===== config.mk =====
export PLATFORM = sky130hd
export DESIGN_NAME = cfs_md_buffer_flat
export DESIGN_NICKNAME = d
export VERILOG_FILES = /design/src/rtl/cfs_md_pkg.sv /design/src/rtl/cfs_md_buffer_if.sv /design/src/rtl/cfs_md_buffer_storage.sv /design/src/rtl/cfs_md_buffer.sv /design/src/flat_wrapper.sv
export SDC_FILE = /design/constraint.sdc
export NUM_CORES = 1
export LEC_CHECK = 0
export CAP_MARGIN = 20
export CORE_MARGIN = 2
export CORE_UTILIZATION = 56
export CTS_BUF_LIST = sky130_fd_sc_hd__clkbuf_4 sky130_fd_sc_hd__clkbuf_8
export DETAILED_ROUTE_END_ITERATION = 16
export HOLD_SLACK_MARGIN = 0.06
export PLACE_DENSITY_LB_ADDON = 0.08
export SLEW_MARGIN = 20
export SYNTH_ARGS = -nofsm -noshare
export SYNTH_HDL_FRONTEND = slang
export SYNTH_SLANG_ARGS = --single-unit

===== constraint.sdc =====
create_clock -name clk -period 2.9 [get_ports clk]
set_input_delay 0.29 -clock clk [delete_from_list [all_inputs] [get_ports clk]]
set_output_delay 0.29 -clock clk [all_outputs]
set_load 0.005 [all_outputs]

===== src/rtl/cfs_md_pkg.sv =====
// Shared definitions for the MD (valid/ready/data/offset/size/err) protocol:
// width helpers, the transfer legality rule and the default FIFO entry layout.
package cfs_md_pkg;

    localparam int MD_DEFAULT_DATA_WIDTH = 32;

    function automatic int md_offset_width(input int dw);
        int w;
        w = $clog2(dw / 8);
        return (w < 1) ? 1 : w;
    endfunction

    function automatic int md_size_width(input int dw);
        return $clog2(dw / 8) + 1;
    endfunction

    // Integer arithmetic is wider than SIZE_WIDTH+1 bits, so size + offset cannot overflow.
    function automatic logic md_is_legal(input int unsigned size, input int unsigned offset, input int dw);
        int unsigned bytes_per_word;
        bytes_per_word = int'(dw / 8);
        return (size != 0) && ((size + offset) <= bytes_per_word);
    endfunction

    typedef struct packed {
        logic [MD_DEFAULT_DATA_WIDTH-1:0]                        data;
        logic [md_offset_width(MD_DEFAULT_DATA_WIDTH)-1:0]       offset;
        logic [md_size_width(MD_DEFAULT_DATA_WIDTH)-1:0]         size;
    } md_entry_t;

endpackage


===== src/rtl/cfs_md_buffer_if.sv =====
// MD protocol bundle; the master drives valid/data/offset/size, the slave answers with ready/err.
interface cfs_md_if
    import cfs_md_pkg::*;
#(
    parameter int DATA_WIDTH = 32
);
    localparam int OFFSET_WIDTH = md_offset_width(DATA_WIDTH);
    localparam int SIZE_WIDTH   = md_size_width(DATA_WIDTH);

    logic                    valid;
    logic [DATA_WIDTH-1:0]   data;
    logic [OFFSET_WIDTH-1:0] offset;
    logic [SIZE_WIDTH-1:0]   size;
    logic                    ready;
    logic                    err;

    modport master (
        output valid, data, offset, size,
        input  ready, err
    );

    modport slave (
        input  valid, data, offset, size,
        output ready, err
    );

endinterface


===== src/rtl/cfs_md_buffer_storage.sv =====
// DEPTH-entry register array with free-running write/read pointers; occupancy
// tracking and push/pop gating live in the parent.
module cfs_md_buffer_storage
    import cfs_md_pkg::*;
#(
    parameter int  DEPTH   = 4,
    parameter type entry_t = md_entry_t
) (
    input  logic   clk,
    input  logic   reset_n,
    input  logic   push,
    input  logic   pop,
    input  entry_t wr_entry,
    output entry_t rd_entry
);

    localparam int PTR_WIDTH = $clog2(DEPTH);

    entry_t                 mem [DEPTH];
    logic   [PTR_WIDTH-1:0] wr_ptr;
    logic   [PTR_WIDTH-1:0] rd_ptr;

    // DEPTH is a power of two, so pointers wrap naturally on overflow.
    always_ff @(posedge clk or negedge reset_n) begin
        if (!reset_n) begin
            wr_ptr <= '0;
            rd_ptr <= '0;
        end else begin
            if (push) begin
                wr_ptr <= wr_ptr + 1'b1;
            end
            if (pop) begin
                rd_ptr <= rd_ptr + 1'b1;
            end
        end
    end

    always_ff @(posedge clk) begin
        if (push) begin
            mem[wr_ptr] <= wr_entry;
        end
    end

    assign rd_entry = mem[rd_ptr];

endmodule


===== src/rtl/cfs_md_buffer.sv =====
// Elastic MD buffer: legality-checks each RX transfer, queues accepted ones in a
// small FIFO and replays them on TX, keeping saturating drop / TX-error counters.
module cfs_md_buffer
    import cfs_md_pkg::*;
#(
    parameter int DATA_WIDTH   = 32,
    parameter int DEPTH        = 4,
    parameter bit DROP_ILLEGAL = 1'b1,
    parameter int CNT_WIDTH    = 16
) (
    input  logic                   clk,
    input  logic                   reset_n,
    cfs_md_if.slave                md_rx,
    cfs_md_if.master               md_tx,
    output logic [$clog2(DEPTH):0] fill_level,
    output logic [CNT_WIDTH-1:0]   drop_cnt,
    output logic [CNT_WIDTH-1:0]   tx_err_cnt
);

    localparam int OFFSET_WIDTH = md_offset_width(DATA_WIDTH);
    localparam int SIZE_WIDTH   = md_size_width(DATA_WIDTH);
    localparam int FILL_WIDTH   = $clog2(DEPTH) + 1;

    localparam logic [FILL_WIDTH-1:0] FULL_LEVEL = FILL_WIDTH'(DEPTH);

    generate
        if (DATA_WIDTH < 8 || (DATA_WIDTH & (DATA_WIDTH - 1)) != 0) begin : g_bad_data_width
            $error("cfs_md_buffer: DATA_WIDTH must be a power of 2 and >= 8");
        end
        if (DEPTH < 2 || (DEPTH & (DEPTH - 1)) != 0) begin : g_bad_depth
            $error("cfs_md_buffer: DEPTH must be a power of 2 and >= 2");
        end
    endgenerate

    typedef struct packed {
        logic [DATA_WIDTH-1:0]   data;
        logic [OFFSET_WIDTH-1:0] offset;
        logic [SIZE_WIDTH-1:0]   size;
    } entry_t;

    entry_t wr_entry;
    entry_t rd_entry;
    logic   rx_legal;
    logic   rx_hs;
    logic   push;
    logic   drop;
    logic   pop;
    logic   tx_hs_err;

    // Ready depends only on registered occupancy, never on valid or any TX input.
    assign md_rx.ready = (fill_level != FULL_LEVEL);
    assign md_tx.valid = (fill_level != '0);

    always_comb begin
        rx_legal  = md_is_legal(32'(md_rx.size), 32'(md_rx.offset), DATA_WIDTH);
        rx_hs     = md_rx.valid && md_rx.ready;
        push      = rx_hs && (rx_legal || !DROP_ILLEGAL);
        drop      = rx_hs && !rx_legal && DROP_ILLEGAL;
        pop       = md_tx.valid && md_tx.ready;
        tx_hs_err = pop && md_tx.err;
    end

    assign md_rx.err = drop;

    always_comb begin
        wr_entry        = '0;
        wr_entry.data   = md_rx.data;
        wr_entry.offset = md_rx.offset;
        wr_entry.size   = md_rx.size;
    end

    cfs_md_buffer_storage #(
        .DEPTH   (DEPTH),
        .entry_t (entry_t)
    ) u_storage (
        .clk      (clk),
        .reset_n  (reset_n),
        .push     (push),
        .pop      (pop),
        .wr_entry (wr_entry),
        .rd_entry (rd_entry)
    );

    // The head is masked while empty so TX fields read as zero after reset and flush.
    always_comb begin
        md_tx.data   = '0;
        md_tx.offset = '0;
        md_tx.size   = '0;
        if (md_tx.valid) begin
            md_tx.data   = rd_entry.data;
            md_tx.offset = rd_entry.offset;
            md_tx.size   = rd_entry.size;
        end
    end

    always_ff @(posedge clk or negedge reset_n) begin
        if (!reset_n) begin
            fill_level <= '0;
        end else begin
            case ({push, pop})
                2'b10:   fill_level <= fill_level + 1'b1;
                2'b01:   fill_level <= fill_level - 1'b1;
                default: fill_level <= fill_level;
            endcase
        end
    end

    always_ff @(posedge clk or negedge reset_n) begin
        if (!reset_n) begin
            drop_cnt <= '0;
        end else if (drop && (drop_cnt != '1)) begin
            drop_cnt <= drop_cnt + 1'b1;
        end
    end

    always_ff @(posedge clk or negedge reset_n) begin
        if (!reset_n) begin
            tx_err_cnt <= '0;
        end else if (tx_hs_err && (tx_err_cnt != '1)) begin
            tx_err_cnt <= tx_err_cnt + 1'b1;
        end
    end

endmodule


===== src/flat_wrapper.sv =====
// flat-port wrapper written by rule: the top's interface ports become plain ports
module cfs_md_buffer_flat import cfs_md_pkg::*;
#(
    parameter int DATA_WIDTH   = 32,
    parameter int DEPTH        = 4,
    parameter bit DROP_ILLEGAL = 1'b1,
    parameter int CNT_WIDTH    = 16
)
  (clk, reset_n, fill_level, drop_cnt, tx_err_cnt, md_rx_valid, md_rx_data, md_rx_offset, md_rx_size, md_rx_ready, md_rx_err, md_tx_valid, md_tx_data, md_tx_offset, md_tx_size, md_tx_ready, md_tx_err);
  cfs_md_if #(.DATA_WIDTH(DATA_WIDTH)) md_rx_i ();
  cfs_md_if #(.DATA_WIDTH(DATA_WIDTH)) md_tx_i ();
  input  logic clk;
  input  logic reset_n;
  output logic [$clog2(DEPTH):0] fill_level;
  output logic [CNT_WIDTH-1:0] drop_cnt;
  output logic [CNT_WIDTH-1:0] tx_err_cnt;
  input wire logic [$bits(md_rx_i.valid)-1:0] md_rx_valid;
  input wire logic [$bits(md_rx_i.data)-1:0] md_rx_data;
  input wire logic [$bits(md_rx_i.offset)-1:0] md_rx_offset;
  input wire logic [$bits(md_rx_i.size)-1:0] md_rx_size;
  output wire logic [$bits(md_rx_i.ready)-1:0] md_rx_ready;
  output wire logic [$bits(md_rx_i.err)-1:0] md_rx_err;
  output wire logic [$bits(md_tx_i.valid)-1:0] md_tx_valid;
  output wire logic [$bits(md_tx_i.data)-1:0] md_tx_data;
  output wire logic [$bits(md_tx_i.offset)-1:0] md_tx_offset;
  output wire logic [$bits(md_tx_i.size)-1:0] md_tx_size;
  input wire logic [$bits(md_tx_i.ready)-1:0] md_tx_ready;
  input wire logic [$bits(md_tx_i.err)-1:0] md_tx_err;
  assign md_rx_i.valid = md_rx_valid;
  assign md_rx_i.data = md_rx_data;
  assign md_rx_i.offset = md_rx_offset;
  assign md_rx_i.size = md_rx_size;
  assign md_rx_ready = md_rx_i.ready;
  assign md_rx_err = md_rx_i.err;
  assign md_tx_valid = md_tx_i.valid;
  assign md_tx_data = md_tx_i.data;
  assign md_tx_offset = md_tx_i.offset;
  assign md_tx_size = md_tx_i.size;
  assign md_tx_i.ready = md_tx_ready;
  assign md_tx_i.err = md_tx_err;
  cfs_md_buffer #(.DATA_WIDTH(DATA_WIDTH), .DEPTH(DEPTH), .DROP_ILLEGAL(DROP_ILLEGAL), .CNT_WIDTH(CNT_WIDTH)) u_core (.clk(clk), .reset_n(reset_n), .md_rx(md_rx_i), .md_tx(md_tx_i), .fill_level(fill_level), .drop_cnt(drop_cnt), .tx_err_cnt(tx_err_cnt));
endmodule

Yosys cells after proc, flatten, opt, wreduce, memory -nomap -nowiden
Memories as Yosys holds them, arrays and structs flattened.
Index checks and enable logic that the tools add are counted.
Cells by class
  reductions and logical operators: 12
  equal/unequal tests: 5
  mux-type cells: 6
  magnitude comparators: 1
  add/sub/neg operators: 7
Operators by type and width (number)
  adder 16 x 1 -> 16 bit, second input constant: 2
  less-or-equal comparator 32 x 3 -> 1 bit, second input constant: 1
  2-to-1 mux 32 bit: 1
  inequality test 16 bit, second input constant: 2
  logical AND 1 bit: 8
  case mux 3 bit (2 select lines): 1
  nonzero test 3 bit: 2
  adder 2 x 1 -> 2 bit, second input constant: 2
  adder 3 x 2 -> 4 bit: 1
  adder 3 x 1 -> 3 bit, second input constant: 1
  2-to-1 mux 3 bit: 1
  inequality test 3 bit, second input constant: 1
  subtractor 3 x 1 -> 3 bit, second input constant: 1
  equality test 2 x 1 -> 1 bit, second input constant: 1
  equality test 2 bit, second input constant: 1
  2-to-1 mux 1 bit: 2
  2-to-1 mux 2 bit: 1
  nonzero test 2 bit: 1
  logical NOT 1 bit: 1
Word-level totals
  logic and storage cells: 37
  flip-flop bits (word level): 39
  input bits: 42
  bits in writable memories: 148
  output and inout bits: 75
  memories: 1
Memories
  u_core.u_storage.mem: depth 4, width 37, rd ports 1, clocked after Yosys merged registers in 0, wr ports 1, RTL line cfs_md_buffer_storage.sv:19  | entry_t mem [DEPTH];

Longest topological paths before layout
  word-level depth: 6
  depth in mapped cells: 13

Cells and area by module
Synthesis repeated with hierarchy kept, for this count alone.
Unflattened totals
  cell total of the unflattened synthesis: 436
  area total of the unflattened synthesis: 7759.9 sq um
By module, submodules not included
  cfs_md_buffer_storage: area an instance 5555.3 sq um, sequential area each 4544.4 sq um, instances 1, cells an instance 213
  cfs_md_buffer: area an instance 2204.6 sq um, sequential area each 875.8 sq um, instances 1, cells an instance 223

Least setup slack after synthesis
Ideal clock, no wire load.
  path kind: input -> register
  from: input port md_rx_size[0]
  to: memory u_core.u_storage.mem[2][0] (netlist name) (enable)
  setup time: 0.398 ns
  data arrival time: 2.592 ns
  buffers on the path: 0
  cell stages on the path: 7
  required time: 2.502 ns
  path slack: -0.090 ns
  cell sequence: ha_1 -> inv_1 -> fa_1 -> nand2b_1 -> a221o_1 -> a21oi_2 -> and2_1
Between the ends
  longest elaborated chain between the ends: 6
Ends and longest elaborated chain
  start, declared: RTL line flat_wrapper.sv:20  | input wire logic [$bits(md_rx_i.size)-1:0] md_rx_size;
  adder 3 x 2 -> 4 bit: RTL line cfs_md_pkg.sv:21  | return (size != 0) && ((size + offset) <= bytes_per_word);
  less-or-equal comparator 32 x 3 -> 1 bit: RTL line cfs_md_pkg.sv:21
  logical AND 1 bit *: RTL line cfs_md_pkg.sv:21
  logical AND 1 bit *: RTL line cfs_md_buffer.sv:57  | push = rx_hs && (rx_legal || !DROP_ILLEGAL);
  2-to-1 mux 1 bit *: RTL line cfs_md_buffer_storage.sv:39  | if (push) begin
  2-to-1 mux 1 bit (not written as such) *: RTL line cfs_md_buffer_storage.sv:40  | mem[wr_ptr] <= wr_entry;
  end, declared: RTL line cfs_md_buffer_storage.sv:19
Every way passes the cells marked *; elsewhere a longest branch is shown, timed or not.

Worst setup path in the final report
  from: input port md_rx_offset[0]
  to: register u_core.fill_level[1]
Between the ends
  longest elaborated chain between the ends: 6
Ends and longest elaborated chain
  start, declared: RTL line flat_wrapper.sv:19  | input wire logic [$bits(md_rx_i.offset)-1:0] md_rx_offset;
  adder 3 x 2 -> 4 bit *: RTL line cfs_md_pkg.sv:21
  less-or-equal comparator 32 x 3 -> 1 bit *: RTL line cfs_md_pkg.sv:21
  logical AND 1 bit *: RTL line cfs_md_pkg.sv:21
  logical AND 1 bit *: RTL line cfs_md_buffer.sv:57
  equality test 2 x 1 -> 1 bit / equality test 2 bit (equally long branches): RTL line cfs_md_buffer.sv:100  | case ({push, pop})
  case mux 3 bit (2 select lines) / nonzero test 2 bit (equally long branches)
  end signal, assigned: RTL line cfs_md_buffer.sv:101  | 2'b10: fill_level <= fill_level + 1'b1;
  end signal, assigned: RTL line cfs_md_buffer.sv:102  | 2'b01: fill_level <= fill_level - 1'b1;
  end signal, assigned: RTL line cfs_md_buffer.sv:103  | default: fill_level <= fill_level;
  end, declared: RTL line cfs_md_buffer.sv:15  | output logic [$clog2(DEPTH):0] fill_level,
Marks and branches as above.
A chain may end at the register's enable or synchronous reset.

==> impl_metrics.tcl <==
set metrics [dict create \
    yosys.area.top_type "edfxtp_1" \
    antenna_left 0 \
    clk_latency_ns 0.45 \
    finClkSkew_ns 0.00625 \
    period_needed_ns 2.81 \
    maxCapViolCount 0 \
    viasPerCell 5.39 \
    cp-start-kind "input pin" \
    critPathKind "in2reg" \
    p_leak_nw 3.47 \
    clk_path_buf_depth 2 \
    finalCritPeriodShare 0.969 \
    pre_cts_ws_ns -0.201 \
    synthCells 425 \
    grt_overflow_total 0 \
    synth.ff_latch_count 187 \
    dp.cells 730 \
    io-pin-count 117 \
    cts_buffers 17 \
    p_total_mw 8.07 \
    avgRoutedWirePerCell_um 18.6 \
    layout_setup_ws_ns 0.0913 \
    crit_required_ns 3.27 \
    final_max_slew_viol_count 0 \
    routabilityCongestion 0.803 \
    grt_use_met1 0.268 \
    core_area_mm2 0.0133 \
    p_per_area_mw_per_mm2 837 \
    grt_use_total 0.211 \
    hp-class "in2reg" \
    slew_headroom 0.422 \
    drcViolationCount 0 \
    grt_pass1_wl_um 22800 \
    syn_area_per_cell_um2 17.9 \
    grt_pass1_vias 4369 \
    drive_gt1_frac 0.197 \
    syn-cell-area_mm2 0.00763 \
    synth_warnings 0 \
    cts_tree "yes" \
    synth_nets 478 \
    syn_to_final_growth_pct 26.4 \
    rrSetupSlack_ns 0.86 \
    use_met3 0.0585 \
    status "complete, no violations" \
    io_buffers 116 \
    crit_fanout 2 \
    tns_ns 0 \
    synth.distinct_cells 38 \
    end_kind "flip-flop" \
    finalNetCount 629 \
    antennaDiodeCount 0 \
    grt_max_degree 40 \
    setup_viol 0 \
    max_freq_mhz 356 \
    ys.flop_type "edfxtp_1" \
    finalHoldViolCount 0 \
    synthTopCellsByCount "edfxtp_1 (148), and2_1 (43), dfrtp_1 (39)" \
    cts_num_sinks 187 \
    worstPathArrival_ns 3.18 \
    die_y_um 121 \
    fillers 863 \
    dp_hpwl_um 9340 \
    wirelength_um 14200 \
    yosys.area.top_type_share 0.583 \
    rsz0062_at_grt "yes" \
    finalNonFillerCells 765 \
    ys_seq_area_frac 0.711 \
    grt_use_met2 0.355 \
    yosysMostFrequentCell "edfxtp_1" \
    ir_drop_mv 0.533 \
    tightest_slew_ns 0.867 \
    path_clk_slew_ns 0.09 \
    async_flop_share 0.209 \
    firstDrtPassIters 4 \
    start_util 0.574 \
    synth_edf_count 148 \
    busiest_layer "met2" \
    antenna_found_initial 0 \
    std_cell_rows 42 \
    dieArea_mm2 0.0146 \
    dr_total_vias 4125 \
    h-tree-depth 4 \
    cts_root_buffer "clkbuf_8" \
    chipWidth_um 121 \
    drtIter0Drc 339 \
    synthTopCellsByArea "edfxtp_1 (58%), dfrtp_1 (13%), mux4_2 (11%)" \
]
==> logic make-up (layout without fill, tap and decap cells) <==
kind of cell | Yosys count | after routing | share of synthesized area
compound gates | 7 | 7 | 0.00787
xor+xnor | 33 | 33 | 0.0379
fa+ha+maj | 11 | 11 | 0.0200
buf+inv | 27 | 191 | 0.0157
flops | 187 | 187 | 0.711
mux | 42 | 42 | 0.117
simple gates | 118 | 118 | 0.0909
==> cells in the final DEF (no fill, tap or decap), drive strengths merged, types with 3 or more instances in the layout <==
cell type / Yosys / final
nand2b: 4 / 4
clkinvlp: 0 / 4
clkdlybuf4s50: 0 / 113
nor3: 9 / 9
dfrtp: 39 / 39
mux2: 5 / 5
inv: 12 / 12
xor2: 18 / 18
and3: 6 / 6
nand4: 6 / 6
nor2: 9 / 9
ha: 9 / 9
nand3: 15 / 15
buf: 8 / 31
edfxtp: 148 / 148
nor4: 3 / 3
clkinv: 0 / 6
clkbuf: 7 / 19
bufinv: 0 / 3
nand2: 17 / 17
and2: 43 / 43
xnor2: 15 / 15
mux4: 37 / 37
==> registers in the layout, indices dropped and copies added, names as in the netlist <==
| register | cells |
|---|---|
| u_core.u_storage.mem | 148 |
| u_core.drop_cnt | 16 |
| u_core.tx_err_cnt | 16 |
| u_core.fill_level | 3 |
| u_core.u_storage.rd_ptr | 2 |
| u_core.u_storage.wr_ptr | 2 |
==> critical path, cell delays in order <==
cell and delay, ns:
clkdlybuf4s50_1 0.48, ha_2 0.18, inv_1 0.05, fa_1 0.48, nand2b_1 0.08, a221o_1 0.36, buf_4 0.14, buf_4 0.12
a21oi_2 0.12, inv_1 0.05, ha_1 0.19, inv_1 0.08, fa_1 0.40, o21ai_0 0.15
==> layout make-up <==
type / count / area (um^2) / share of cell area
flip-flops and latches: 187 / 5420 / 0.563
multi-input cells: 211 / 2100 / 0.217
repair buffers: 147 / 1460 / 0.151
clock buffers: 19 / 249 / 0.0258
well taps: 176 / 220 / 0.0228
clock inverters: 13 / 151 / 0.0157
inverters: 12 / 45.0 / 0.00467
==> what timing repair did <==
item	CTS	global route
resized for setup	2	1
endpoints found under the hold margin	39	0
endpoints found under the setup margin	1	1
setup buffers	1	1
pin swaps	2	2
hold buffers	1	0
==> power by group <==
group	internal [mW]	total [mW]	switching, mW	leakage, nW
Sequential	3.23	3.47	0.242	1.85
Combinational	1.77	2.87	1.10	1.43
Clock	0.860	1.72	0.864	0.193
Total	5.86	8.07	2.21	3.47
==> layer usage <==
layer	wire [um]	up-vias
li1	-	1909
met1	6090	2107
met2	7320	99
met3	676	10
met4	132	0
met5	0	-
==> final timing paths <==
path                       depth (start not counted)                   from                          to
max                                               14        md_rx_offset[0]        u_core.fill_level[1]
min reg2reg                                        1  u_core.tx_err_cnt[14]       u_core.tx_err_cnt[14]
max reg2reg                                        6   u_core.fill_level[2]        u_core.fill_level[1]
min in group asynchronous                          2                reset_n          u_core.drop_cnt[8]
max in group asynchronous                          2                reset_n  u_core.u_storage.rd_ptr[1]
min                                                2          md_rx_size[0]  u_core.u_storage.mem[3][0]
==> per-stage QoR <==
step	cell area (um^2)	utilization	hold slack, ns
finish	9640	0.725	0.353
global route	9640	0.725	0.346
CTS	9630	0.724	0.331
detailed placement	9210	0.693	0.450
global placement	9210	0.693	0.447
floorplan	7630	-	-0.00559
Note: power is estimated with default switching activity, not from simulation.
